<file path="src/rtl/gate_plant.sv">
// Behavioural plant model of a motorised gate: tracks travel position, drives limit switches,
// enforces motor dead time on reversal/obstacle/conflict and latches a sticky conflict flag.
module gate_plant #(
  parameter int TRAVEL_CYCLES = 8,
  parameter int DEAD_CYCLES   = 2,
  parameter bit INIT_CLOSED   = 1'b1,
  localparam int PW           = $clog2(TRAVEL_CYCLES + 1)
) (
  input  logic          clk_i,
  input  logic          rst_i,
  input  logic          abrir_i,
  input  logic          fechar_i,
  input  logic          obst_i,
  output logic          fca_o,
  output logic          fcc_o,
  output logic [PW-1:0] pos_o,
  output logic          movendo_o,
  output logic          erro_o
);

  localparam int DW = $clog2(DEAD_CYCLES + 1);
  localparam logic [PW-1:0] POS_MAX   = PW'(TRAVEL_CYCLES);
  localparam logic [PW-1:0] POS_RESET = INIT_CLOSED ? '0 : POS_MAX;
  localparam logic [DW-1:0] DEAD_LOAD = DW'(DEAD_CYCLES - 1);

  localparam logic [1:0] ST_IDLE    = 2'd0;
  localparam logic [1:0] ST_OPENING = 2'd1;
  localparam logic [1:0] ST_CLOSING = 2'd2;
  localparam logic [1:0] ST_DEAD    = 2'd3;

  logic [1:0]    state_q, state_n;
  logic [PW-1:0] pos_q, pos_n;
  logic [DW-1:0] dead_q, dead_n;
  logic          erro_q;

  logic conflict, cmd_open, cmd_close;

  assign conflict  = abrir_i & fechar_i;
  assign cmd_open  = abrir_i & ~fechar_i;
  assign cmd_close = fechar_i & ~abrir_i & ~obst_i;

  always_comb begin
    state_n = state_q;
    pos_n   = pos_q;
    dead_n  = dead_q;
    case (state_q)
      ST_IDLE: begin
        if (cmd_open && pos_q != POS_MAX) begin
          state_n = ST_OPENING;
        end else if (cmd_close && pos_q != '0) begin
          state_n = ST_CLOSING;
        end
      end
      ST_OPENING: begin
        if (cmd_open) begin
          // Guard keeps the counter inside 0..MAX even if the limit was already reached.
          if (pos_q == POS_MAX) begin
            state_n = ST_IDLE;
          end else begin
            pos_n = pos_q + PW'(1);
            if (pos_n == POS_MAX) state_n = ST_IDLE;
          end
        end else if (fechar_i) begin
          state_n = ST_DEAD;
          dead_n  = DEAD_LOAD;
        end else begin
          state_n = ST_IDLE;
        end
      end
      ST_CLOSING: begin
        if (cmd_close) begin
          if (pos_q == '0) begin
            state_n = ST_IDLE;
          end else begin
            pos_n = pos_q - PW'(1);
            if (pos_n == '0) state_n = ST_IDLE;
          end
        end else if (abrir_i || fechar_i) begin
          state_n = ST_DEAD;
          dead_n  = DEAD_LOAD;
        end else begin
          state_n = ST_IDLE;
        end
      end
      default: begin
        if (dead_q == '0) begin
          state_n = ST_IDLE;
        end else begin
          dead_n = dead_q - DW'(1);
        end
      end
    endcase
  end

  always_ff @(posedge clk_i) begin
    if (rst_i) begin
      state_q <= ST_IDLE;
      pos_q   <= POS_RESET;
      dead_q  <= '0;
      erro_q  <= 1'b0;
    end else begin
      state_q <= state_n;
      pos_q   <= pos_n;
      dead_q  <= dead_n;
      if (conflict) erro_q <= 1'b1;
    end
  end

  assign pos_o     = pos_q;
  assign fca_o     = (pos_q == POS_MAX);
  assign fcc_o     = (pos_q == '0);
  assign movendo_o = (state_q == ST_OPENING) || (state_q == ST_CLOSING);
  assign erro_o    = erro_q;

endmodule

</file>
<file path="config.mk">
export PLATFORM = sky130hd
export DESIGN_NAME = gate_plant
export DESIGN_NICKNAME = d
export VERILOG_FILES = /design/src/rtl/gate_plant.sv
export SDC_FILE = /design/constraint.sdc
export NUM_CORES = 1
export LEC_CHECK = 0
export ABC_AREA = 1
export CAP_MARGIN = 20
export CORE_MARGIN = 2
export CORE_UTILIZATION = 50
export DETAILED_ROUTE_END_ITERATION = 12
export PLACE_DENSITY = 0.76
export SLEW_MARGIN = 0
export SYNTH_ARGS = -nofsm -noshare
export SYNTH_HDL_FRONTEND = slang
export SYNTH_SLANG_ARGS = --single-unit
</file>
<file path="constraint.sdc">
create_clock -name clk_i -period 4.6 [get_ports clk_i]
set_input_delay 0.92 -clock clk_i [delete_from_list [all_inputs] [get_ports clk_i]]
set_output_delay 0.92 -clock clk_i [all_outputs]
set_load 0.02 [all_outputs]
</file>
==> impl_metrics.json <==
{
  "status": "finished, final reports clean",
  "grt_pass1_wl_um": 2829,
  "clock_power_share": 0.105,
  "die_area_um2": 1871,
  "ys_seq_elements": 9,
  "seqCellArea_um2": 180.2,
  "tightest_slew_ns": 0.3781,
  "cts_sinks": 9,
  "holdBufCountCts": 0,
  "p_sw_uw": 268.8,
  "setup.worst_path.start_class": "flip-flop",
  "die_w_um": 43.26,
  "yosysWarnings": 0,
  "path_cells": "inv_1, ha_1, nand2_2, nor2_2, clkdlybuf4s50_1",
  "area_growth_pct": 21.59,
  "synth_cell_types": 21,
  "cts_tree": "yes",
  "first_global_vias": 671,
  "hold_ws_ns": 0.4596,
  "combinationalPowerShare": 0.656,
  "vias": 776,
  "clkTransAtPathRegs_ns": 0.06,
  "cts_buffer_depth": 2,
  "synth-seq-area-share": 0.2338,
  "crit_path_end_kind": "output port",
  "rsz0062_at_grt": "no",
  "synth_top_area_share": 0.2338,
  "fin_crit_ns": 2.772,
  "syn-mean-instance-area_um2": 6.370,
  "internal_power_uw": 279.8,
  "slew_headroom": 0.7479,
  "fin_skew_ns": 0.003022,
  "dr.first_iter.drc_count": 17,
  "cap_violations": 0,
  "clk_latency_ns": 0.25,
  "fill_cells": 135,
  "row_count": 14,
  "cts-resized-gates": 0,
  "cts_setup_buffers": 0,
  "synth_area_leaders": "dfxtp_1 (23%), nand2_1 (16%), ha_1 (13%), nor2_1 (6.8%), inv_1 (6.3%)",
  "critical_path_arrival_ns": 1.85,
  "numCtsBuffers": 3,
  "io_buffers": 12,
  "antenna_cells": 0,
  "min_path_type": "reg -> reg",
  "die_h_um": 43.26,
  "p_per_area_nw_per_um2": 585.4,
  "root_buffer": "clkbuf_4",
  "initial_core_util": 0.5238,
  "multi_input_area_um2": 526.8,
  "cp_slowest_stage_delay_ns": 0.61,
  "final_nets": 151,
  "drv_slew": 0,
  "grt_max_degree": 9,
  "total_power_uw": 548.6,
  "setup_viol": 0,
  "num_io_pins": 13,
  "grt_usage": 0.2000,
  "gp_congestion": 0.8739,
  "fmax_ghz": 0.3608,
  "hold_violations": 0,
  "swShare": 0.4899,
  "cp.required_ns": 3.68,
  "crit_fanout": 6,
  "fin_crit_sh": 0.6025,
  "syn_area_um2": 770.7,
  "first_pass_iters": 4,
  "hpwl_um": 1310,
  "synth_nets": 134,
  "antenna_found_initial": 0,
  "wl_um": 1633,
  "viasPerCell": 5.072,
  "power_frac_seq": 0.239,
  "critPathSlowestCell": "clkdlybuf4s50_1",
  "synth_top_cell_by_area": "dfxtp_1",
  "core_area_um2": 1471,
  "drc": 0,
  "layout-drive-gt1-share": 0.1606,
  "peakVddDrop_mv": 0.3159,
  "wl_per_cell_um": 10.67,
  "grt_overflow": 0,
  "p_leak_uw": 0.0004464,
  "setup_tns_ns": 0,
  "ctsHtreeMaxLevel": 1,
  "ant_nets": 0,
  "synthCells": 121,
  "path_class": "reg -> out"
}
-- layout by cell type, fill, tap and decap left out --
master	netlist	routed
a21boi_0	1	1
a21boi_2	1	1
a21oi_1	6	6
clkbuf_1	0	1
clkbuf_4	0	3
clkdlybuf4s50_1	0	12
dfxtp_1	9	9
ha_1	8	8
inv_1	13	13
inv_2	4	4
nand2_1	33	33
nand2_2	7	7
nand3_1	4	4
nand3_2	1	1
nand3b_1	1	1
nand4_1	4	4
nor2_1	14	14
nor2_2	5	5
nor2_4	1	1
nor3_1	2	2
o21ai_0	1	1
o21ai_1	4	4
o221ai_1	1	1
xor2_1	1	1
-- synth_stat cells --
| master | n |
|---|---|
| nand2_1 | 33 |
| nand4_1 | 4 |
| nor2_2 | 5 |
| nor3_1 | 2 |
| o21ai_1 | 4 |
| nand3_1 | 4 |
| xor2_1 | 1 |
| o21ai_0 | 1 |
| nor2_1 | 14 |
| o221ai_1 | 1 |
| nand2_2 | 7 |
| a21oi_1 | 6 |
| inv_2 | 4 |
| ha_1 | 8 |
| a21boi_2 | 1 |
| a21boi_0 | 1 |
| nor2_4 | 1 |
| dfxtp_1 | 9 |
| nand3_2 | 1 |
| inv_1 | 13 |
| nand3b_1 | 1 |
-- cells by family (layout without fill, tap and decap cells) --
family | count (synthesis) | after routing | synth area share
AO/OA/AOI/OAI | 14 | 14 | 0.1071
XOR/XNOR | 1 | 1 | 0.01137
flip-flops | 9 | 9 | 0.2338
adder cells (fa/ha/maj) | 8 | 8 | 0.1299
buffers and inverters | 17 | 33 | 0.08279
AND/OR/NAND/NOR | 72 | 72 | 0.4351
-- routing by layer --
layer | vias up | wire [um] | GRT usage
li1 | 419 | - | -
met1 | 328 | 808 | 0.2727
met2 | 27 | 698 | 0.2985
met3 | 2 | 113 | 0.03830
met4 | 0 | 12 | 0.09697
met5 | - | 0 | 0
-- power groups by stage --
stage / Sequential, uW / Combinational [uW] / Clock [uW]
after floorplan: 138 / 255 / 0
after global routing: 135 / 402 / 65.5
after CTS: 131 / 359 / 60.4
after detailed placement: 132 / 358 / 0
after global placement: 129 / 351 / 0
final: 131 / 360 / 57.7
-- path summary, 6_finish.rpt --
path                                start   endpoint  slack, ns  cells past startpoint
worst min-delay path            dead_q[1]  dead_q[1]       0.46                      2
worst min register to register  dead_q[1]  dead_q[1]       0.46                      2
worst max-delay path             pos_o[0]      fcc_o       1.83                      5
worst max register to register   pos_o[0]   pos_o[0]       2.86                      8
-- sequential cells by signal (all words and copies together) (netlist names) --
register  flops
dead_q        2
erro_o        1
pos_o         4
state_q       2
-- stage by stage --
stage / cells / area, um2 / utilization / setup slack [ns]
floorplan: 121 / 770.7 / - / 2.572
global placement: 149 / 910.9 / 0.6190 / 2.166
detailed placement: 149 / 910.9 / 0.6190 / 2.113
CTS: 153 / 937.1 / 0.6369 / 1.824
global route: 153 / 937.1 / 0.6369 / 1.737
finish: 153 / 937.1 / 0.6369 / 1.828
-- area by class of cell --
| class | count | share of cell area |
|---|---|---|
| timing repair buffer | 12 | 0.1282 |
| clock buffer | 4 | 0.02804 |
| multi-input combinational | 95 | 0.5621 |
| tap | 16 | 0.02136 |
| inverter | 17 | 0.06809 |
| sequential | 9 | 0.1923 |
-- critical path: cells and delay by family (launching register included) --
| kind | cells | cell delay, ns |
|---|---|---|
| AND/OR/NAND/NOR | 2 | 0.20 |
| flip-flops | 1 | 0.36 |
| adder cells (fa/ha/maj) | 1 | 0.26 |
| buffers and inverters | 2 | 0.77 |
No activity file was read; power rests on OpenSTA's default activity.
==> RTL edit (config.mk and constraints unchanged) <==
`DEAD_CYCLES`: 2 -> 4.
--- a/src/rtl/gate_plant.sv
+++ b/src/rtl/gate_plant.sv
@@ -3,5 +3,5 @@
 module gate_plant #(
   parameter int TRAVEL_CYCLES = 8,
-  parameter int DEAD_CYCLES   = 2,
+  parameter int DEAD_CYCLES   = 4,
   parameter bit INIT_CLOSED   = 1'b1,
   localparam int PW           = $clog2(TRAVEL_CYCLES + 1)
Function: changed (a bounded check fails within 10 cycles, from zero or initial values and one cycle with rst_i high).
==> RTL edit against the original RTL <==
Worst setup slack worse by 53 ps. Synthesized area increased by 7.3%. Via count rose by 6.1%. Sequential cell count grew 1. Final area rose by 5.6%. Fmax down 1.9%. Non-clock buffer count did not move. Sequential power is 8% higher. Routed wire length increased by 9.3%. Power up 6.9%. Sequential share of layout area up 1.0 points. Critical path type unchanged.
==> RTL edit: results (changes against the original RTL) <==
metric,value,unit,change
status,completed,,
met1 usage,0.282,,+0.00945
Crit. Startpoint,pos_o[0],,
GR Util met2,0.322,,+0.0232
FF-to-FF Start,state_q[0],,
final wirelength,1.79,mm,+9.3%
slew margin rel.,0.753,,+0.00475
Yosys cell types,21,,unchanged
Final HPWL DP,1.45,mm,+11%
Pre-antenna DRT Iters,4,,unchanged
pre-CTS setup slack,2060,ps,-55.0 ps
vias in the first global route,752,,+12%
worst vdd ir,0.298,mV,-5.7%
list of most frequent post-synthesis cells,"nand2_1 (34), inv_1 (14), nor2_1 (13), dfxtp_1 (10)",,
"Slowest-stage cell, CP",clkdlybuf4s50_1,,
ANT cells,0,,unchanged
share of cells above drive strength 1,0.148,,-0.0127
GRT Total Usage,0.211,,+0.0111
crit-path max FO,6,,unchanged
initial antenna violation count,0,,unchanged
met3 usage,0.0245,,-0.0138
Placer Congestion,0.852,,-2.5%
worst stage delay on the critical path,630,ps,+20 ps
sequential share of the synthesized area,0.242,,+0.00829
Hold Crit Class,register to register,,
first-pass GRT wire length,3.04,mm,+7.5%
clk_lat worst skew,260,ps,
# resized after CTS,0,,unchanged
vias per cell,5.21,,+2.7%
clk sink count,10,,+1
H-tree Lvls,1,,unchanged
total CTS buffers,3,,unchanged
"flip-flop count of the largest register, all copies and words added",4,,unchanged
pin count of the biggest net entering global routing,8,,-1
Post-Route Skew,3.72,ps,+0.697 ps
"top cells by area, synth","dfxtp_1 (24%), nand2_1 (15%), ha_1 (14%)",,
# port buffers,12,,unchanged
nets,158,,+4.6%
Worst EP arrival,1900,ps,+50 ps
static leakage,0.477,nW,+6.8%
initial DRC count,14,,-3
syn nets,141,,+5.2%
Placement Cell Area,967,um2,+6.2%
startpoint of the worst hold path,dead_q[0],,
[RTL edit: metal layers]
metal	vias up	wire, um
met5	-	0
met4	0	34
met3	4	92
met2	24	786
met1	358	872
li1	437	-
[RTL edit: kinds of logic (layout without fill, tap and decap cells)]
logic type	after synthesis	after routing	share of synthesized area
xor+xnor	1	1	0.0106
fa+ha+maj	9	9	0.136
flops	10	10	0.242
buf+inv	19	34	0.0862
simple gates	71	71	0.416
compound gates	17	17	0.109
[RTL edit: cell type report]
type,count,area (um2)
timing repair buffer,12,120
tap,16,20.0
inverter,19,71.3
clock buffer,3,22.5
sequential,10,200
fill,139,534
multi-input combinational,98,556
[RTL edit: per-stage QoR]
| step | total power, W | std cells |
|---|---|---|
| global placement | 0.000518 | 155 |
| finish | 0.000586 | 158 |
| detailed placement | 0.000529 | 155 |
| CTS | 0.000587 | 158 |
| floorplan | 0.000424 | 127 |
| global route | 0.000638 | 158 |
[RTL edit: worst register-to-register path, stage by stage, from the launching register on]
cell and delay (ps):
dfxtp_1 410, inv_1 110, ha_1 280, inv_2 140, nand2_1 100, nor3_1 310
nor2_4 80, inv_2 60, nor2_2 30, nor2_1 90, nor2_1 60
[RTL edit: final timing paths]
check	slack [ps]	depth (start not counted)	endpoint
worst max-delay path	1780	5	fcc_o
worst min-delay path	440	1	dead_q[0]
worst max register to register	2840	10	state_q[0]
worst min register to register	440	1	dead_q[0]
[RTL edit: where the power goes]
part,total (W),switching [W],internal [W]
logic,0.000390,0.000237,0.000153
clock network,0.0000556,0.0000256,0.0000300
registers,0.000141,0.0000286,0.000113
